## src/rtl/ldpc_enc_ctrl.sv

```systemverilog
// rtl/ldpc_enc_ctrl.sv - LDPC encoder frame controller: buffers BEATS 27-bit words, bursts them to the encoder, waits LAT cycles, then holds the codeword for the sink.
// Optional macro LDPC_ENC_CTRL_PREFILL_EN: accept the next frame during WAIT/HOLD.
module ldpc_enc_ctrl #(
  parameter int BEATS = 6,
  parameter int LAT   = 10
) (
  input  logic         clk,
  input  logic         rst,
  input  logic         s_valid,
  output logic         s_ready,
  input  logic [26:0]  s_data,
  output logic         enc_valid,
  output logic [26:0]  enc_data,
  input  logic [161:0] enc_cw,
  output logic         m_valid,
  input  logic         m_ready,
  output logic [161:0] m_data,
  output logic         busy
);

`ifdef LDPC_ENC_CTRL_PREFILL_EN
  localparam bit PREFILL = 1'b1;
`else
  localparam bit PREFILL = 1'b0;
`endif

  localparam int              CW       = $clog2(BEATS + 1);
  localparam logic [CW-1:0]   BEATS_C  = CW'(BEATS);
  localparam logic [CW-1:0]   LAST_C   = CW'(BEATS - 1);
  localparam logic [7:0]      LAT_LAST = 8'(LAT - 1);

  typedef enum logic [1:0] {FILL, BURST, WAIT, HOLD} state_t;

  state_t        state;
  logic [26:0]   buffer [BEATS];
  logic [CW-1:0] wr_cnt;
  logic [CW-1:0] rd_cnt;
  logic [7:0]    wt_cnt;

  logic          acc;
  logic [CW-1:0] wr_cnt_inc;
  logic          full_nx;
  logic [26:0]   first_word;
  logic [26:0]   next_word;

  assign acc        = s_valid && s_ready;
  assign wr_cnt_inc = wr_cnt + CW'(acc);
  assign full_nx    = (wr_cnt_inc == BEATS_C);
  // With a one-word frame the first beat is the word being accepted right now
  assign first_word = (acc && (wr_cnt == '0)) ? s_data : buffer[0];
  assign next_word  = buffer[rd_cnt + 1'b1];

  // Message buffer write; contents are don't-care after reset
  always_ff @(posedge clk) begin
    if (acc) buffer[wr_cnt] <= s_data;
  end

  // Frame sequencing FSM with registered handshake and encoder outputs
  always_ff @(posedge clk or negedge rst) begin
    if (!rst) begin
      state     <= FILL;
      wr_cnt    <= '0;
      rd_cnt    <= '0;
      wt_cnt    <= '0;
      s_ready   <= 1'b1;
      enc_valid <= 1'b0;
      enc_data  <= '0;
      m_valid   <= 1'b0;
      m_data    <= '0;
      busy      <= 1'b0;
    end else begin
      wr_cnt <= wr_cnt_inc;
      case (state)
        FILL: begin
          if (acc) busy <= 1'b1;
          if (full_nx) begin
            state     <= BURST;
            wr_cnt    <= '0;
            rd_cnt    <= '0;
            s_ready   <= 1'b0;
            enc_valid <= 1'b1;
            enc_data  <= first_word;
          end
        end
        BURST: begin
          if (rd_cnt == LAST_C) begin
            state     <= WAIT;
            wt_cnt    <= '0;
            enc_valid <= 1'b0;
            enc_data  <= '0;
            s_ready   <= PREFILL;
          end else begin
            rd_cnt   <= rd_cnt + 1'b1;
            enc_data <= next_word;
          end
        end
        WAIT: begin
          if (full_nx) s_ready <= 1'b0;
          if (wt_cnt == LAT_LAST) begin
            state   <= HOLD;
            m_data  <= enc_cw;
            m_valid <= 1'b1;
          end else begin
            wt_cnt <= wt_cnt + 8'd1;
          end
        end
        HOLD: begin
          if (full_nx) s_ready <= 1'b0;
          if (m_ready) begin
            m_valid <= 1'b0;
            if (full_nx) begin
              // A complete next frame is already buffered: go straight to the encoder
              state     <= BURST;
              wr_cnt    <= '0;
              rd_cnt    <= '0;
              s_ready   <= 1'b0;
              enc_valid <= 1'b1;
              enc_data  <= first_word;
            end else begin
              state   <= FILL;
              s_ready <= 1'b1;
              busy    <= (wr_cnt_inc != '0);
            end
          end
        end
        default: state <= FILL;
      endcase
    end
  end

endmodule

```

## config.mk

```make
export PLATFORM = sky130hd
export DESIGN_NAME = ldpc_enc_ctrl
export DESIGN_NICKNAME = d
export VERILOG_FILES = /design/src/rtl/ldpc_enc_ctrl.sv
export SDC_FILE = /design/constraint.sdc
export NUM_CORES = 1
export LEC_CHECK = 0
export BUFFER_PORTS_ARGS = -buffer_cell sky130_fd_sc_hd__buf_2
export CAP_MARGIN = 20
export CORE_AREA = 2 2 163 205
export DETAILED_ROUTE_END_ITERATION = 8
export DIE_AREA = 0 0 165 207
export PLACE_DENSITY_LB_ADDON = 0.15
export SLEW_MARGIN = 0
export SYNTH_ARGS = -nofsm -noshare
export SYNTH_HDL_FRONTEND = slang
export SYNTH_SLANG_ARGS = --single-unit
```

## constraint.sdc

```tcl
create_clock -name clk -period 3 [get_ports clk]
set_input_delay 0.6 -clock clk [delete_from_list [all_inputs] [get_ports clk]]
set_output_delay 0.6 -clock clk [all_outputs]
set_load 0.05 [all_outputs]
```

# Word-level counts from Yosys, hierarchy flattened
# Memory sizes are Yosys's and may differ from the RTL's.
# Index checks and enable logic that the tools add are counted.
# op_classes
add_sub_neg	3
n_lt_le_gt_ge	0
n_div	0
eq_ne	14
n_reduce_logical	18
bitwise_logic	0
n_mul	0
shift	0
muxes	38
# op_table
cell	count
two-way mux 27 bit	4
one-hot mux 27 bit (3 select lines)	1
two-way mux 8 bit	2
!= test 2 bit, second input constant	8
one-hot mux 8 bit (2 select lines)	1
two-way mux 3 bit	5
two-way mux 1 bit	14
AND reduction 3 bit	4
one-hot mux 3 bit (3 select lines)	1
adder 8 x 1 -> 8 bit, second input constant	1
== test 8 x 4 -> 1 bit, second input constant	1
two-way mux 2 bit	4
one-hot mux 2 bit (4 select lines)	1
AND reduction 4 bit	2
== test 3 bit, second input constant	2
one-hot mux 1 bit (3 select lines)	2
one-hot mux 3 bit (2 select lines)	1
nonzero test 2 bit	3
nonzero test 3 bit	2
== test 2 bit, second input constant	2
one-hot mux 1 bit (2 select lines)	2
AND reduction 2 bit	2
adder 3 x 1 -> 3 bit	1
adder 3 x 1 -> 3 bit, second input constant	1
5 further kinds	6
# totals
inputBits	193
n_memories	1
ram_bits	162
wordCells	84
rom_bits	0
latch_bits	0
register_bits	209
# memory_table
name	words	word_bits	read_ports	rd_ports_with_merged_regs	write_ports	line_no	rtl
buffer	6	27	2	0	1	35	logic [26:0] buffer [BEATS];

# Longest topological paths before layout
# depth
ltp_word	6
depth_mapped	9

# Worst setup path after synthesis
# No wires, ideal clock.
# synth_timing
path_kind	register to register
start	register s_ready
end	memory buffer[1][0], enable pin
path_stages_with_launch	3
arrival_ns	2.804
synth_period_minus_slack_ns	3.249
path_slack_ns	-0.249
required_ns	2.555
path_buffers	0
path_cell_list	dfstp_2 -> nand3_1 -> nor3_1
# synth_via
elab_chain_len	3
# synth_lines
item	line_no	rtl
from (decl)	10	output logic s_ready,
from (signal assigned)	65	s_ready <= 1'b1;
from (signal assigned)	80	s_ready <= 1'b0;
from (signal assigned)	91	s_ready <= PREFILL;
logical AND 1 bit	46	assign acc = s_valid && s_ready;
two-way mux 1 bit	55	if (acc) buffer[wr_cnt] <= s_data;
two-way mux 1 bit (not written as such)	55	
to (decl)	35	
# Every way passes these cells.

# Final worst setup path
# layout_timing
start	register s_ready
end	register busy
# layout_via
elab_chain_len	6
# layout_lines
item	line_no	rtl
logical AND 1 bit (*)	46	
adder 3 x 1 -> 3 bit	47	assign wr_cnt_inc = wr_cnt + CW'(acc);
nonzero test 3 bit	122	busy <= (wr_cnt_inc != '0);
two-way mux 1 bit	111	if (full_nx) begin
two-way mux 1 bit	109	if (m_ready) begin
one-hot mux 1 bit (2 select lines)	73	case (state)
to (signal assigned)	122	
to (decl)	18	output logic busy
# Mark *: on every way between the ends. The rest lies on a longest branch, timed or not. The select of a mux whose other input is x is not followed.
# A chain may end at the register's enable or synchronous reset.

==> reports/summary.txt <==
status -> finished with violations
failing checks -> hold timing
Worst EP required -> 3.42 ns
I/O Buffers -> 385
Final Hold Fails -> 6
unique cell type count in the Yosys netlist -> 49
number of max-cap violations -> 0
Post-Syn Area -> 0.0153 mm^2
Worst-path clk slew -> 0.06 ns
Final Wtd Congestion -> 0.873
CTS Hold Bufs -> 0
yosys warns -> 0
die footprint -> 0.0342 mm^2
total global routing track utilization -> 23.4%
worst vdd ir -> 0.000931 V
asr flop ratio synth -> 56.3%
Final Max Tran Viols -> 0
Sink Count -> 371
Setup Viol. Count Final -> 0
slew of the pin with the lowest slew margin -> 0.896 ns
Die X -> 165 um
synthesized flop and latch total -> 371
synthesized area per cell -> 11.6 um^2
Std-Cell Rows -> 74
CP arrival -> 2.87 ns
Final Hold Slack -> -0.0122 ns
crit path max fanout -> 8
Place WS -> 0.329 ns
drt wl/cell -> 18.9 um
main combinational cell family by area after synthesis -> simple AND/OR/NAND/NOR gates
Final HPWL DP -> 27100 um
Via density -> 5.14
CTS tree -> done
remaining antenna violation count -> 0
Cell Chain, Critical Path -> nand3_1 -> inv_1 -> ha_1 -> xnor2_1 -> or4_1 -> a31oi_1 -> mux2_2
Max-slew headroom -> 40.3%
fin crit share -> 81.7%
latest clock arrival within the worst-skew pair -> 0.54 ns
antenna violations before repair -> 5
Tmin final -> 2.45 ns
Pre-antenna DRT Iters -> 5
CTS max path bufs -> 3
Core ar. -> 0.0323 mm^2
setup TNS -> 0 ns
Hold Crit Class -> input pin to async pin
Syn Inst Count -> 1318
total vias in the final route -> 11.0k
largest net degree at the start of global routing -> 84
pwr dens -> 1200 mW/mm^2
slowest CP cell -> or4_1
RSZ-0062 raised after global routing -> no
fill count -> 2739
Ports -> 386
first-pass GRT wire length -> 62000 um
vias in the first global route -> 11.0k
post-CTS setup buffer count -> 0
CP max stage delay -> 0.70 ns
Synth Area in Simple Gates -> 17.1%
final net count -> 1899
sequential area share after synthesis -> 66.1%
r2r worst-path depth -> 7
Crit Path Class -> register to register
Routed WL -> 40600 um
Die Height -> 207 um
number of flops mapped to enable cells by yosys -> 162
final clock skew -> 0.0177 ns
DRT iter0 DRCs -> 776
Initial Util -> 47.2%
mux contribution to synthesized area -> 7.94%
ys flop type -> dfrtp_1
Leak -> 8.63 nW
Synth Area in XOR/XNOR -> 0.172%
Root Driver -> clkbuf_16
H-Tree Depth -> 2
final worst slack -> 0.550 ns
startpoint types -> register
Highest Clock Rate -> 0.408 GHz
Num CTS Buffers -> 38
fraction of layout cells with a size suffix above 1 -> 30.1%
Synth Area in Adders -> 0.738%
Compound-Gate Fraction of Synth Area -> 5.38%
DR DRC count -> 0
post-CTS sizing -> 0
CP endpoint kind -> register
Area Growth Syn to Fin -> 24.7%
GRT Residual Overflow -> 0
Syn Nets -> 1520
==> critical path: cells and delay by family, from the launching register on <==
family	cells	cell delay [ns]
AOI/OAI and AO/OA	1	0.24
xor gates and xnor gates	1	0.14
DFF	1	0.59
adders and majority gates	1	0.15
and+or+nand+nor	2	0.81
muxes	1	0.34
buffers and inverters	1	0.07
==> report_power, final <==
group / switching (W) / total [W] / internal (W)
sequential: 0.000779 / 0.00750 / 0.00672
clock: 0.00193 / 0.00466 / 0.00273
combinational: 0.00803 / 0.0108 / 0.00275
==> area by class of cell <==
cell class / count / area, um^2 / share of cell area, %
antenna: 3 / 7.51 / 0.0394
clock buffer: 57 / 1100 / 5.79
clock inverter: 12 / 133 / 0.697
inverter: 12 / 45.0 / 0.237
multi-input combinational: 857 / 4870 / 25.6
sequential: 371 / 10100 / 53.0
tap: 418 / 523 / 2.75
timing repair buffer: 417 / 2260 / 11.9
==> cells in the mapped netlist, types with 2 or more instances <==
cell type | n | area share [%]
nand3_1 | 4 | 0.13
o31ai_1 | 3 | 0.15
o22ai_1 | 2 | 0.082
dfrtp_1 | 208 | 34
o21ai_0 | 9 | 0.30
nor3_1 | 7 | 0.23
nand4_1 | 3 | 0.12
nor4_1 | 3 | 0.12
nand3b_1 | 3 | 0.15
a31oi_1 | 33 | 1.4
buf_2 | 30 | 0.98
xnor2_1 | 2 | 0.11
nor3b_1 | 2 | 0.098
buf_6 | 2 | 0.15
a21oi_1 | 36 | 1.2
nand2_1 | 522 | 13
a21o_1 | 3 | 0.15
mux2_2 | 3 | 0.22
mux4_2 | 27 | 4.0
mux2i_1 | 57 | 3.7
ha_1 | 9 | 0.74
and3_1 | 2 | 0.082
nor2_1 | 13 | 0.32
inv_1 | 12 | 0.30
clkbuf_1 | 43 | 1.1
and2_1 | 2 | 0.082
o211ai_1 | 29 | 1.4
a211oi_1 | 3 | 0.15
nor2b_1 | 59 | 2.4
buf_1 | 3 | 0.074
nand2b_1 | 5 | 0.20
edfxtp_1 | 162 | 32
==> registers in the layout, indices dropped and copies added (netlist names) <==
register   cells
enc_data      27
wr_cnt         3
s_ready        1
enc_valid      1
m_valid        1
rd_cnt         3
m_data       162
wt_cnt         8
busy           1
buffer       162
state          2
==> per-stage QoR <==
stage | util (%) | total power [W] | cell area (um^2) | hold WS [ns] | instances
CTS | 58.9 | 0.0231 | 19000 | 0.00857 | 2144
global route | 58.9 | 0.0241 | 19000 | 0.0225 | 2147
finish | 58.9 | 0.0229 | 19000 | -0.0122 | 2147
floorplan | - | 0.0154 | 15300 | 0.304 | 1318
global placement | 55.1 | 0.0183 | 17800 | 0.452 | 2075
detailed placement | 55.1 | 0.0184 | 17800 | 0.456 | 2075
==> cells by family after synthesis <==
family	count (synthesis)
and+or+nand+nor	630
DFF	371
AOI/OAI and AO/OA	128
buffers and inverters	90
muxes	87
adders and majority gates	9
xor gates and xnor gates	3
==> layout by cell type, fill, tap and decap left out, types with 4 or more instances in the layout <==
| cell | instances |
|---|---|
| buf_2 | 384 |
| edfxtp_1 | 162 |
| dfrtp_1 | 207 |
| a21oi_1 | 36 |
| ha_1 | 8 |
| buf_12 | 7 |
| a31oi_1 | 33 |
| nand2b_1 | 5 |
| nor2_1 | 8 |
| nor2b_1 | 59 |
| inv_1 | 12 |
| buf_4 | 25 |
| o211ai_1 | 29 |
| nand2_1 | 522 |
| mux2i_1 | 57 |
| nor3_1 | 5 |
| clkinv_2 | 4 |
| clkbuf_16 | 38 |
| clkbuf_1 | 11 |
| clkbuf_8 | 8 |
| o21ai_0 | 9 |
| nor2_2 | 5 |
| mux4_2 | 27 |
==> final timing paths <==
path	start	to	slack, ns
max in group asynchronous	rst	m_data[122]	2.13
max	s_ready	busy	0.55
min in group clk	enc_cw[77]	m_data[77]	0.26
max reg2reg	s_ready	busy	0.55
min	rst	m_data[96]	-0.01
min reg2reg	m_data[159]	m_data[159]	0.47
==> layer usage <==
metal	GRT usage [%]	up-vias	wire length, um
li1	-	5254	-
met1	28.8	5338	16000
met2	38.5	356	19800
met3	6.81	90	3340
met4	9.99	2	1490
met5	0	-	12
(Power assumes the default switching activity.)
